===== config.mk =====
export PLATFORM = sky130hd
export DESIGN_NAME = conv2_sum_collector
export DESIGN_NICKNAME = d
export VERILOG_FILES = /design/src/rtl/conv2_sum_collector.sv
export SDC_FILE = /design/constraint.sdc
export NUM_CORES = 1
export LEC_CHECK = 0
export BUFFER_PORTS_ARGS = -buffer_cell sky130_fd_sc_hd__buf_2
export CORE_AREA = 4 4 104 106
export CTS_BUF_LIST = sky130_fd_sc_hd__clkbuf_4
export DETAILED_ROUTE_END_ITERATION = 10
export DIE_AREA = 0 0 108 110
export PLACE_DENSITY = 0.68
export SLEW_MARGIN = 20
export SYNTH_ARGS = -nofsm -noshare
export SYNTH_HDL_FRONTEND = slang
export SYNTH_SLANG_ARGS = --single-unit

===== constraint.sdc =====
create_clock -name clk -period 2.4 [get_ports clk]
set_input_delay 0.36 -clock clk [delete_from_list [all_inputs] [get_ports clk]]
set_output_delay 0.36 -clock clk [all_outputs]
set_load 0.1 [all_outputs]

===== src/rtl/conv2_sum_collector.sv =====
// conv2_sum_collector: bias, ReLU and saturate conv-2 sums into a valid/ready FIFO with frame counting
module conv2_sum_collector #(
  parameter int IN_W        = 18,
  parameter int OUT_W       = 16,
  parameter int BIAS_W      = 16,
  parameter int DEPTH       = 4,
  parameter int NUM_RESULTS = 16,
  parameter bit RELU_EN     = 1'b1
) (
  input  logic              clk,
  input  logic              reset_n,
  input  logic [IN_W-1:0]   sum_in,
  input  logic              sum_done,
  input  logic [BIAS_W-1:0] bias,
  output logic [OUT_W-1:0]  out_data,
  output logic              out_valid,
  input  logic              out_ready,
  output logic              frame_done,
  output logic              overflow,
  input  logic              clear_overflow
);
  localparam int AW = $clog2(DEPTH);
  localparam int SW = IN_W + 1;
  localparam int CW = $clog2(NUM_RESULTS + 1);
  localparam logic signed [SW-1:0] MAX_V = SW'((2 ** (OUT_W - 1)) - 1);
  localparam logic signed [SW-1:0] MIN_V = -MAX_V - SW'(1);
  logic signed [SW-1:0] s;
  logic [OUT_W-1:0] sat, stage_data;
  logic stage_valid;
  logic [OUT_W-1:0] mem [DEPTH];
  logic [AW:0] wptr, rptr;
  logic [CW-1:0] cnt;
  logic full, empty, pop, push, drop;
  assign s = $signed({{(SW-IN_W){sum_in[IN_W-1]}}, sum_in}) + $signed({{(SW-BIAS_W){bias[BIAS_W-1]}}, bias});
  assign empty = wptr == rptr;
  assign full = (wptr[AW] != rptr[AW]) && (wptr[AW-1:0] == rptr[AW-1:0]);
  assign out_valid = !empty;
  assign out_data = empty ? '0 : mem[rptr[AW-1:0]];
  assign pop = out_valid & out_ready;
  assign push = stage_valid & (!full | pop);
  assign drop = stage_valid & full & !pop;
  // Clamp the 19-bit biased sum into the output range, flooring at zero under ReLU
  always_comb
    sat = (RELU_EN && s[SW-1]) ? '0 : (s > MAX_V) ? MAX_V[OUT_W-1:0] : (s < MIN_V) ? MIN_V[OUT_W-1:0] : s[OUT_W-1:0];
  // Stage register, FIFO pointers, frame counter and sticky overflow
  always_ff @(posedge clk or negedge reset_n)
    if (!reset_n) begin
      stage_valid <= 1'b0;
      stage_data  <= '0;
      wptr        <= '0;
      rptr        <= '0;
      cnt         <= '0;
      frame_done  <= 1'b0;
      overflow    <= 1'b0;
    end else begin
      stage_valid <= sum_done;
      stage_data  <= sum_done ? sat : stage_data;
      wptr        <= push ? wptr + (AW+1)'(1) : wptr;
      rptr        <= pop ? rptr + (AW+1)'(1) : rptr;
      cnt         <= stage_valid ? (cnt == CW'(NUM_RESULTS - 1) ? '0 : cnt + CW'(1)) : cnt;
      frame_done  <= stage_valid && cnt == CW'(NUM_RESULTS - 1);
      overflow    <= drop ? 1'b1 : clear_overflow ? 1'b0 : overflow;
    end
  // FIFO storage needs no reset; stale entries are unreachable once pointers clear
  always_ff @(posedge clk)
    if (push) mem[wptr[AW-1:0]] <= stage_data;
endmodule


# Word-level counts from Yosys, hierarchy flattened
# Memories as Yosys holds them, arrays and structs flattened.
# Cells that the tools add are included.
[op_classes] bitwise_logic=5 reduce_logical=6 n_mux=9 magnitude_cmp=2 add_sub_neg=4 eq_ne=4
[op_table] operator="two-way mux 16 bit" count=4
[op_table] operator="adder 18 x 16 -> 19 bit" count=1
[op_table] operator="greater-than comparator 19 x 16 -> 1 bit (second input constant)" count=1
[op_table] operator="less-than comparator 19 x 16 -> 1 bit (second input constant)" count=1
[op_table] operator="adder 3 x 1 -> 3 bit (second input constant)" count=2
[op_table] operator="adder 5 x 1 -> 5 bit (second input constant)" count=1
[op_table] operator="== test 5 x 4 -> 1 bit (second input constant)" count=1
[op_table] operator="two-way mux 5 bit" count=1
[op_table] operator="bitwise AND 1 bit" count=4
[op_table] operator="two-way mux 1 bit" count=4
[op_table] operator="== test 3 bit" count=1
[op_table] operator="zero test 1 bit" count=3
[op_table] operator="== test 2 bit" count=1
[op_table] operator="logical AND 1 bit" count=2
[op_table] operator="nonzero test 2 bit" count=1
[op_table] operator="!= test 1 bit" count=1
[op_table] operator="OR 1 bit" count=1
[totals] wordCells=38 memories=1 mem_bits_rw=64 inputBits=39 out_inout_bits=19 reg_bits=30
[mem_list] memory="mem" depth=4 word_bits=16 read_ports=1 rd_ports_with_merged_regs=0 wr=1 line_no="30" source="logic [OUT_W-1:0] mem [DEPTH];"

# Depth between registers and ports, before layout
# Gate-level depths: netlist (run 1).
[depth] ltp_word=7 mapped_depth=11 mapped_depth_nobuf=10

# Least setup slack after synthesis (run 1)
# OpenSTA, ideal clock, no wires.
[synth_path] path_type="reg2out" startpoint="register rptr[0]" endpoint="output port out_data[10]" path_buffers=2 t_arrival_ns=2.803 setup_slack_ns=-0.763 path_stages_with_launch=5 required_time_ns=2.040 cell_sequence="dfrtp_1 buf_2 buf_1 mux4_2 nor2b_1"
[synth_via] elab_chain_cells=2 elab_cells_between_ends=3 cone_classes="eq/ne (1); mux (1); memory (1)"
[synth_lines] element="start, declared" line_no="31" source="logic [AW:0] wptr, rptr;"
[synth_lines] element="start signal, assigned" line_no="59" source="rptr <= pop ? rptr + (AW+1)'(1) : rptr;"
[synth_lines] element="memory read (4 x 16 bit) or == test 3 bit (tied branches)"
[synth_lines] element="two-way mux 16 bit *" line_no="38" source="assign out_data = empty ? '0 : mem[rptr[AW-1:0]];"
[synth_lines] element="end, declared" line_no="15" source="output logic [OUT_W-1:0] out_data,"
# Mark *: on every way between the ends. The rest lies on a longest branch, timed or not.

# Worst setup path after layout (run 1)
[layout_path] startpoint="register rptr[0]" endpoint="output port out_data[4]"
# The elaborated chain is that of the path after synthesis.

==> summary.txt, run 1 <==
Routing
  • DRC violations left: 0
  • Vias per cell: 5.21
  • Top Metal Used: met4
  • Router iterations before antenna repair: 4
  • Wirelength per Cell: 15.6 µm
  • Met3 wire len: 366 µm
  • Iter 0 DRT Violations: 108
  • Post-route antenna net violation count: 0
  • Wire length on met1: 4200 µm
  • Metal2 WL: 4530 µm
  • Vias: 3066
  • DRT Wirelength: 9190 µm

Timing
  • Clk_skew: 0.0131 ns
  • Max-slew violations: 0
  • Final setup viols: 0
  • F_max: 431 MHz
  • Hold Fails Final Rpt: 0
  • Worst slew pin tran: 0.693 ns
  • Hold slack: 0.125 ns
  • Worst relative slew slack: 53.8%
  • Setup TNS: 0 ns
  • RSZ-0062 raised after global routing: true
  • Crit share post-route: 96.7%
  • Fin crit period: 2.32 ns

Setup path
  • R2R cell count: 6
  • CP max FO: 9
  • Arrival @ worst endpoint: 1.96 ns
  • FF-to-FF Start: rptr[0]
  • Worst reg2reg path endpoint: mem[3][11]
  • Endpoint class of the critical path: output pin
  • Reg2Reg Setup Slack: 0.42 ns
  • CP Class: flip-flop to output pin
  • Startpoint types: flip-flop
  • CP required: 2.04 ns

Clock tree
  • Worst-Skew Late Latency: 0.43 ns
  • TritonCTS buffer count: 9
  • CTS sink count: 94
  • CTS tree: yes
  • # Post-CTS Setup Buffers: 0
  • Root Buffer: clkbuf_4
  • H-tree levels: 3
  • Clk pin slew, worst setup/hold paths: 0.13 ns
  • Clk buf depth: 2

Global routing
  • GRT Total Usage: 17.0%
  • Vias in the first global route: 3130
  • Initial antenna violation count: 1
  • GRT Residual Overflow: 0
  • Largest net degree at the start of global routing: 31
  • Global-route wire length before repair: 15400 µm

Yosys
  • Synth Instances: 346
  • Ys async rst share: 31.9%
  • YS warnings: 0
  • Synth top cells by count: 64 x edfxtp_1, 32 x nor2b_1, 30 x dfrtp_1
  • Main synth FF type: edfxtp_1
  • Post-synth EDFFs: 64
  • Most used standard cell by instance count after synthesis: edfxtp_1
  • Post-synthesis sequential area ratio: 55.3%
  • Dominant cells by area after synthesis: edfxtp_1 40%, dfrtp_1 16%, mux4_2 7.5%
  • Synthesized area: 4830 µm²
  • Syn Area/Cell: 14.0 µm²
  • Top cell type's share of synthesized area: 39.8%
  • Yosys cell types: 56
  • Mapped Nets: 410
  • Number of synthesized register bits: 94
  • Largest area contributor in the netlist: edfxtp_1

Die
  • Die ar.: 11900 µm²
  • Vert. Die Dim: 110 µm
  • I/O pins: 58
  • Die W: 108 µm
  • Core Box Area: 9770 µm²
  • Initial Utilization: 49.4%
  • Num rows: 36

Finish
  • Share of layout cells above drive strength 1: 43.2%
  • Fillers: 778
  • P&R area growth vs syn: 27.7%
  • Final instance area: 6170 µm²
  • Layout Nets: 513
  • Non-filler cells, final: 588
  • Multi-input logic area: 2280 µm²
  • Register area: 2670 µm²

Pwr
  • Leak Pwr: 2.50 nW
  • Total power: 8.45 mW
  • Pwr dens: 1370 nW/µm²
  • Worst VDD drop: 0.979 mV

Place
  • Post-DP Area: 5830 µm²
  • Count of input and output buffers: 57
  • Placed insts: 569
  • Post-DP HPWL: 6630 µm
  • Routability cong.: 0.783

Hold path
  • Hold Crit Class: input port to flip-flop
  • Worst Hold Endpoint: overflow
  • Hold Crit Start: clear_overflow
  • Hold depth: 2

Flow run
  • Max Cap Violations: 0

Status
  • Status: complete, no violations
[per-layer routing]
layer	global-route usage (%)	vias up
met5	0	-
li1	-	1514
met4	5.68	0
met1	22.7	1486
met3	3.79	7
met2	27.9	59
[logic make-up (layout without fill, tap and decap cells)]
kind of cell               count (synthesis)  in the layout  share of synthesized area, %
DFF                                       94             94                          55.3
AOI/OAI and AO/OA                         60             60                          10.9
adders and majority gates                 25             25                          6.63
and+or+nand+nor                           96             96                          11.9
muxes                                     19             19                          8.15
xor gates and xnor gates                  25             25                          4.69
other                                      0              1                             0
buffers and inverters                     27            135                          2.41
[final cells by class]
class                      count  share of cell area [%]
clock buffer                  10                    1.22
clock inverter                 6                   0.852
inverter                      13                   0.791
multi-input combinational    225                    36.9
timing repair buffer         106                    14.1
antenna                        1                  0.0406
sequential                    94                    43.3
tap                          133                    2.70
[cells in the final DEF, fill, tap and decap left out, drive strengths merged, types with 8 or more instances in the layout]
cell type / instances
a21oi: 9
nor2b: 32
ha: 24
buf: 105
a21o: 8
a2bb2oi: 15
edfxtp: 64
mux4: 16
inv: 14
nor2: 16
xnor2: 20
clkbuf: 10
nor3: 17
dfrtp: 30
[worst max-delay path, cell delays in order, from the launching register on]
cell and delay [ns]:
dfrtp_2 0.50, buf_12 0.18, mux4_2 0.51, nor2b_1 0.16
buf_6 0.18
[stage by stage]
step / setup slack (ns) / utilization (%)
after floorplan: -0.356 / -
after global placement: -0.355 / 59.7
after detailed placement: -0.418 / 59.7
after CTS: -0.0178 / 62.3
after global routing: -0.0358 / 63.1
final: 0.0799 / 63.1
[report_power, final]
group / switching (mW) / internal (mW)
combinational: 3.35 / 1.89
sequential: 0.217 / 2.20
clock: 0.472 / 0.319
total: 4.03 / 4.41
[worst max path at each step]
stage / slack, ns / endpoint / startpoint / depth (start not counted)
floorplan: -0.36 / out_data[0] / rptr[1] / 5
global placement: -0.35 / stage_data[3] / sum_in[10] / 9
detailed placement: -0.42 / stage_data[4] / sum_in[10] / 9
CTS: -0.02 / out_valid / rptr[0] / 5
global route: -0.04 / out_data[4] / rptr[0] / 4
finish: 0.08 / out_data[4] / rptr[0] / 4
[state kept, by name, indices dropped and copies added, names as in the netlist]
| register | cells |
|---|---|
| overflow | 1 |
| cnt | 5 |
| rptr | 3 |
| frame_done | 1 |
| stage_data | 16 |
| mem | 64 |
| wptr | 3 |
| stage_valid | 1 |
[repair_timing]
item / in CTS / in global routing
gates resized for setup: 31 / 19
hold buffers: 1 / 0
hold endpoints to repair: 30 / 0
cloned: 1 / 0
endpoints found under the setup margin: 17 / 26
Note: power is estimated with default switching activity, not from simulation.
==> run 2: changes to the inputs <==
RECOVER_POWER = 50   (was not set)
==> run 2 against run 1 <==
Effect of this change:
- the run now ends with capacitance limit, slew limit left
- via count about the same
- clock power about the same
- non-clock buffer count unchanged
- count of clock-buffer cells in the layout unchanged
- power about the same
- maximum frequency about the same
- clock skew about the same
- critical endpoint unchanged
==> summary.txt, run 2 (synthesis results as in run 1) <==
Setup path
  • CP max FO: 9 (unchanged)
  • Worst reg2reg path endpoint: mem[3][11]
  • Reg2Reg Setup Slack: 0.42 ns (about the same)
  • Buf+Inv Stages, Crit Path: 2 (unchanged)
  • Crit path from: rptr[0]
  • FF-to-FF Start: rptr[0]
  • CP required: 2.04 ns (about the same)
  • Startpoint types: flip-flop
  • Worst setup path endpoint: out_data[4]
  • CP Class: flip-flop to output pin
  • CP delay by family, top: multiplexers
  • R2R cell count: 6 (unchanged)
  • Cells along the critical path: buf_12, mux4_2, nor2b_1, buf_6
  • Endpoint class of the critical path: output pin
  • Slowest cell on crit path: mux4_2
  • CP Depth: 4 (unchanged)
  • Arrival @ worst endpoint: 1.96 ns (about the same)
  • Slowest cell delay on critical path: 0.51 ns (about the same)

Finish
  • Register area: 2670 µm² (unchanged)
  • Final instance area: 6170 µm² (about the same)
  • Multi-input logic area: 2280 µm² (unchanged)
  • Number of flip-flops in the largest register: 64 (unchanged)
  • Share of layout cells above drive strength 1: 42.7% (-0.44 points)
  • Non-filler cells, final: 588 (unchanged)
  • Fillers: 780 (+0.26%)
  • Most common cell after layout, fill and taps aside: edfxtp_1
  • P&R area growth vs syn: 27.6% (about the same)
  • Layout Nets: 513 (unchanged)
  • Most frequent cells in the layout: 64 x edfxtp_1, 44 x buf_4, 38 x buf_2, 29 x dfrtp_1, 22 x nor2b_1

Place
  • Post-DP HPWL: 6630 µm (unchanged)
  • Post-DP Area: 5830 µm² (unchanged)
  • Placed insts: 569 (unchanged)
  • Routability cong.: 0.783 (unchanged)
  • Count of input and output buffers: 57 (unchanged)

Die
  • Die ar.: 11900 µm² (unchanged)
  • Core Box Area: 9770 µm² (unchanged)
  • Num rows: 36 (unchanged)
  • Initial Utilization: 49.4% (unchanged)
  • Die W: 108 µm (unchanged)
  • Vert. Die Dim: 110 µm (unchanged)
  • I/O pins: 58 (unchanged)

Routing
  • Iter 0 DRT Violations: 106 (-1.9%)
  • Post-route antenna net violation count: 0 (unchanged)
  • Router iterations before antenna repair: 4 (unchanged)
  • Wirelength per Cell: 15.6 µm (about the same)
  • DRT Wirelength: 9180 µm (about the same)
  • Vias per cell: 5.21 (about the same)
  • DRC violations left: 0 (unchanged)
  • Vias: 3063 (-0.098%)

Clock tree
  • # Post-CTS Setup Buffers: 0 (unchanged)
  • CTS tree: yes
  • Clk pin slew, worst setup/hold paths: 0.13 ns (about the same)
  • CTS sink count: 94 (unchanged)
  • Clk buf depth: 2 (unchanged)
  • Worst-Skew Late Latency: 0.43 ns (about the same)
  • H-tree levels: 3 (unchanged)
  • Root Buffer: clkbuf_4
  • TritonCTS buffer count: 9 (unchanged)

Global routing
  • Global-route wire length before repair: 15400 µm (unchanged)
  • GRT Residual Overflow: 0 (unchanged)
  • Largest net degree at the start of global routing: 31 (unchanged)
  • Initial antenna violation count: 1 (unchanged)
  • GRT Total Usage: 17.0% (unchanged)
  • Vias in the first global route: 3130 (unchanged)

Status
  • Failing checks: capacitance limit, slew limit
  • Status: finished, violations left

Timing
  • Final setup viols: 0 (unchanged)
  • F_max: 431 MHz (about the same)
  • RSZ-0062 raised after global routing: true
  • Clk_skew: 0.0129 ns (-0.000215 ns)
  • Crit share post-route: 96.7% (about the same)
  • Worst slew pin tran: 1.66 ns (+0.970 ns)
  • Worst relative slew slack: -10.9% (-65 points)
  • Hold Fails Final Rpt: 0 (unchanged)
  • Max-slew violations: 31 (+31)
  • Fin crit period: 2.32 ns (-0.00000930 ns)

Pwr
  • Pwr dens: 1370 nW/µm² (about the same)
  • Worst VDD drop: 0.979 mV (about the same)
  • Total power: 8.45 mW (about the same)
  • Leak Pwr: 2.50 nW (-0.22%)

Hold path
  • Hold Crit Class: input port to flip-flop

Flow run
  • Max Cap Violations: 1 (+1)
-- run 2: area by class of cell --
type	instances	share of cell area [%]
antenna	1	0.0406
multi-input combinational	225	37.0
sequential	94	43.3
timing repair buffer	106	14.1
tap	133	2.70
clock buffer	10	1.22
inverter	13	0.791
clock inverter	6	0.852
-- run 2: worst min-delay path by stage --
| stage | start | endpoint | slack [ns] | cells past startpoint |
|---|---|---|---|---|
| 6_report | clear_overflow | overflow | 0.12 | 2 |
| 5_1_grt | clear_overflow | overflow | 0.07 | 2 |
| 4_1_cts | clear_overflow | overflow | 0.08 | 2 |
| 3_5_place_dp | reset_n | rptr[2] | 0.44 | 1 |
| 3_3_place_gp | reset_n | rptr[2] | 0.44 | 1 |
| 2_1_floorplan | reset_n | cnt[0] | 0.06 | 0 |
-- run 2: routing by layer --
layer / track usage, % / up-vias / share of wire (%)
li1: - / 1514 / -
met1: 22.7 / 1483 / 46
met2: 27.9 / 59 / 49
met3: 3.79 / 7 / 4.0
met4: 5.68 / 0 / 1.1
met5: 0 / - / 0
-- run 2: timing repair --
action	CTS	global route
hold buffers	1	0
gates resized for setup	31	19
pin swaps	0	0
gates cloned	1	0
hold endpoints to repair	30	0
setup endpoints to repair	17	26
-- run 2: per-stage QoR --
stage                     hold WS, ns  setup TNS [ns]  worst slack, ns  util, %
after floorplan                0.0644           -4.72           -0.356        -
final                           0.125               0           0.0799     63.1
after global placement          0.437           -4.81           -0.355     59.7
after CTS                      0.0811         -0.0178          -0.0178     62.3
after global routing           0.0692          -0.186          -0.0358     63.1
after detailed placement        0.442           -5.59           -0.418     59.7
-- run 2: report_power, final --
part           internal, mW  total [mW]  switching, mW  leakage, nW
Combinational          1.89        5.24           3.35         1.46
Clock                 0.319       0.792          0.472       0.0777
Sequential             2.20        2.42          0.217        0.956
==> run 3: changes to the inputs <==
MAX_ROUTING_LAYER = met4   (was not set)
clock period = 1.87 ns   (was 2.4 ns; I/O delays follow)
==> run 3 against run 2 <==
Effect of this change:
- the flow finishes with violations (setup timing)
- cell count rose by 3.6%
- clock skew rose by 0.0037 ns
- via count rose by 6.8%
- largest cell class unchanged
- clock power increased by 57%
- sequential power grew 27%
- worst hold slack got worse by 0.068 ns
- non-clock buffer count up 21
- utilization up 7.6 points
- worst setup slack lost 0.34 ns
- first-iteration DRC count decreased by 6.6%
==> summary.txt, run 3 (synthesis results as in run 1) <==
Die
  • Die ar.: 11900 µm² (unchanged)
  • Num rows: 36 (unchanged)
  • Core Box Area: 9770 µm² (unchanged)
  • I/O pins: 58 (unchanged)
  • Vert. Die Dim: 110 µm (unchanged)
  • Die W: 108 µm (unchanged)
  • Initial Utilization: 49.4% (unchanged)

Pwr
  • Sw Ratio: 45.7% (-2.1 points)
  • Part of the power in registers: 24.8% (-3.8 points)
  • Power Internal: 6.73 mW (+53%)
  • Sw Pwr: 5.66 mW (+40%)
  • Leak Pwr: 2.77 nW (+11%)
  • Pwr dens: 1790 nW/µm² (+31%)
  • Gate power share: 65.2% (+3.2 points)
  • Total power: 12.4 mW (+47%)
  • Worst VDD drop: 1.60 mV (+63%)
  • Clock power share: 10.0% (+0.6 points)

Routing
  • DRT Wirelength: 10400 µm (+14%)
  • Vias per cell: 5.37 (+3.1%)
  • Router iterations before antenna repair: 4 (unchanged)
  • DRC violations left: 0 (unchanged)
  • Wirelength per Cell: 17.1 µm (+9.8%)
  • Vias: 3271 (+6.8%)
  • Iter 0 DRT Violations: 99 (-6.6%)
  • Post-route antenna net violation count: 0 (unchanged)

Timing
  • Max-slew violations: 0 (-100%)
  • Crit share post-route: 114%
  • Worst slew pin tran: 0.775 ns (-0.888 ns)
  • Worst relative slew slack: 48.3% (+59 points)
  • Hold Fails Final Rpt: 0 (unchanged)
  • Clk_skew: 0.0166 ns (+0.00372 ns)
  • Fin crit period: 2.13 ns
  • Final setup viols: 32 (+32)
  • F_max: 470 MHz
  • RSZ-0062 raised after global routing: true
  • Setup WS post-layout: -0.259 ns (-0.339 ns)
  • Setup TNS: -6.09 ns (-6.09 ns)

Setup path
  • Slowest cell delay on critical path: 0.53 ns (+0.02 ns)
  • CP Class: flip-flop to output pin
  • CP dominant cell by count: buf_12
  • Startpoint types: flip-flop
  • CP required: 1.59 ns (-0.45 ns)
  • CP max FO: 11 (+2)
  • Cells along the critical path: buf_12, mux4_2, nor2b_4, buf_12
  • Endpoint class of the critical path: output pin
  • Arrival @ worst endpoint: 1.85 ns (-0.11 ns)
  • Slowest cell on crit path: mux4_2

Global routing
  • Initial antenna violation count: 1 (unchanged)
  • Global-route wire length before repair: 17100 µm (+11%)
  • GRT Residual Overflow: 0 (unchanged)
  • GRT Total Usage: 19.1% (+2.1 points)
  • Largest net degree at the start of global routing: 31 (unchanged)
  • Vias in the first global route: 3361 (+7.4%)

Clock tree
  • Root Buffer: clkbuf_4
  • Clk pin slew, worst setup/hold paths: 0.14 ns (about the same)
  • CTS tree: yes
  • Clk buf depth: 2 (unchanged)
  • TritonCTS buffer count: 9 (unchanged)
  • H-tree levels: 3 (unchanged)
  • CTS sink count: 94 (unchanged)
  • Worst-Skew Late Latency: 0.42 ns (about the same)

Place
  • Routability cong.: 0.901 (+15%)
  • Post-DP HPWL: 6990 µm (+5.4%)
  • Post-DP Area: 6070 µm² (+4.1%)
  • Setup Slack @ Placement: -0.808 ns (-0.390 ns)
  • Count of input and output buffers: 57 (unchanged)

Hold path
  • Hold Crit Class: input port to flip-flop

Status
  • Failing checks: setup timing
  • Status: finished, violations left

Finish
  • Most frequent cells in the layout: 64 x edfxtp_1, 53 x buf_4, 33 x buf_2, 29 x dfrtp_1, 21 x buf_12
  • P&R area growth vs syn: 42.9%
  • Number of flip-flops in the largest register: 64 (unchanged)
  • Share of layout cells above drive strength 1: 54.1% (+11 points)
  • Fillers: 676 (-13%)
  • Most common cell after layout, fill and taps aside: edfxtp_1
  • Final instance area: 6910 µm² (+12%)
  • Final design utilization: 70.7% (+7.6 points)
  • Layout Nets: 534 (+4.1%)

Flow run
  • Max Cap Violations: 0 (-1)
[run 3: per-stage QoR]
| stage | std cells | hold slack (ns) |
|---|---|---|
| floorplan | 346 | -0.0151 |
| global placement | 579 | 0.366 |
| detailed placement | 579 | 0.370 |
| CTS | 601 | 0.0168 |
| global route | 609 | 0.0242 |
| finish | 609 | 0.0564 |
[run 3: power groups by stage]
stage / Sequential [mW] / Combinational [mW] / Clock, mW
floorplan: 3.12 / 5.32 / 0
global placement: 3.09 / 6.48 / 0
detailed placement: 3.12 / 6.53 / 0
CTS: 3.08 / 7.79 / 1.27
global route: 3.14 / 8.44 / 1.35
finish: 3.08 / 8.07 / 1.24
[run 3: timing repair]
item,4_1_cts,5_1_grt
setup endpoints to repair,32,41
hold buffers,1,0
resized for setup,77,35
cloned,1,1
pin swaps,21,18
endpoints found under the hold margin,30,0
setup buffers,4,7
[run 3: area by class of cell]
cell class	instances	area (µm²)	share of cell area (%)
diodes	1	2.50	0.0362
clock inverters	6	93.8	1.36
multi-input cells	225	2620	37.9
clock buffers	10	75.1	1.09
inverters	13	52.6	0.761
well taps	133	166	2.41
flip-flops and latches	94	2670	38.7
repair buffers	127	1230	17.8
[run 3: metal layers]
metal | part of all wire (%) | track usage [%] | vias up
li1 | - | - | 1554
met1 | 43 | 24.0 | 1645
met2 | 54 | 32.5 | 68
met3 | 2.8 | 2.85 | 4
met4 | 0.67 | 5.68 | 0
met5 | 0 | - | -
[run 3: critical path: cells and delay by family, from the launching register on]
family,cells,cell delay (ns)
flops,1,0.43
buf+inv,2,0.32
simple gates,1,0.15
mux,1,0.53
[run 3: final timing paths]
check | startpoint | end | slack (ns) | cells after the start
max | rptr[0] | out_data[14] | -0.26 | 4
max reg2reg | rptr[0] | mem[3][10] | 0 | 8
min | clear_overflow | overflow | 0.06 | 2
min in group asynchronous | reset_n | frame_done | 0.46 | 2
max in group asynchronous | reset_n | rptr[0] | 0.89 | 2
min reg2reg | cnt[4] | frame_done | 0.46 | 1
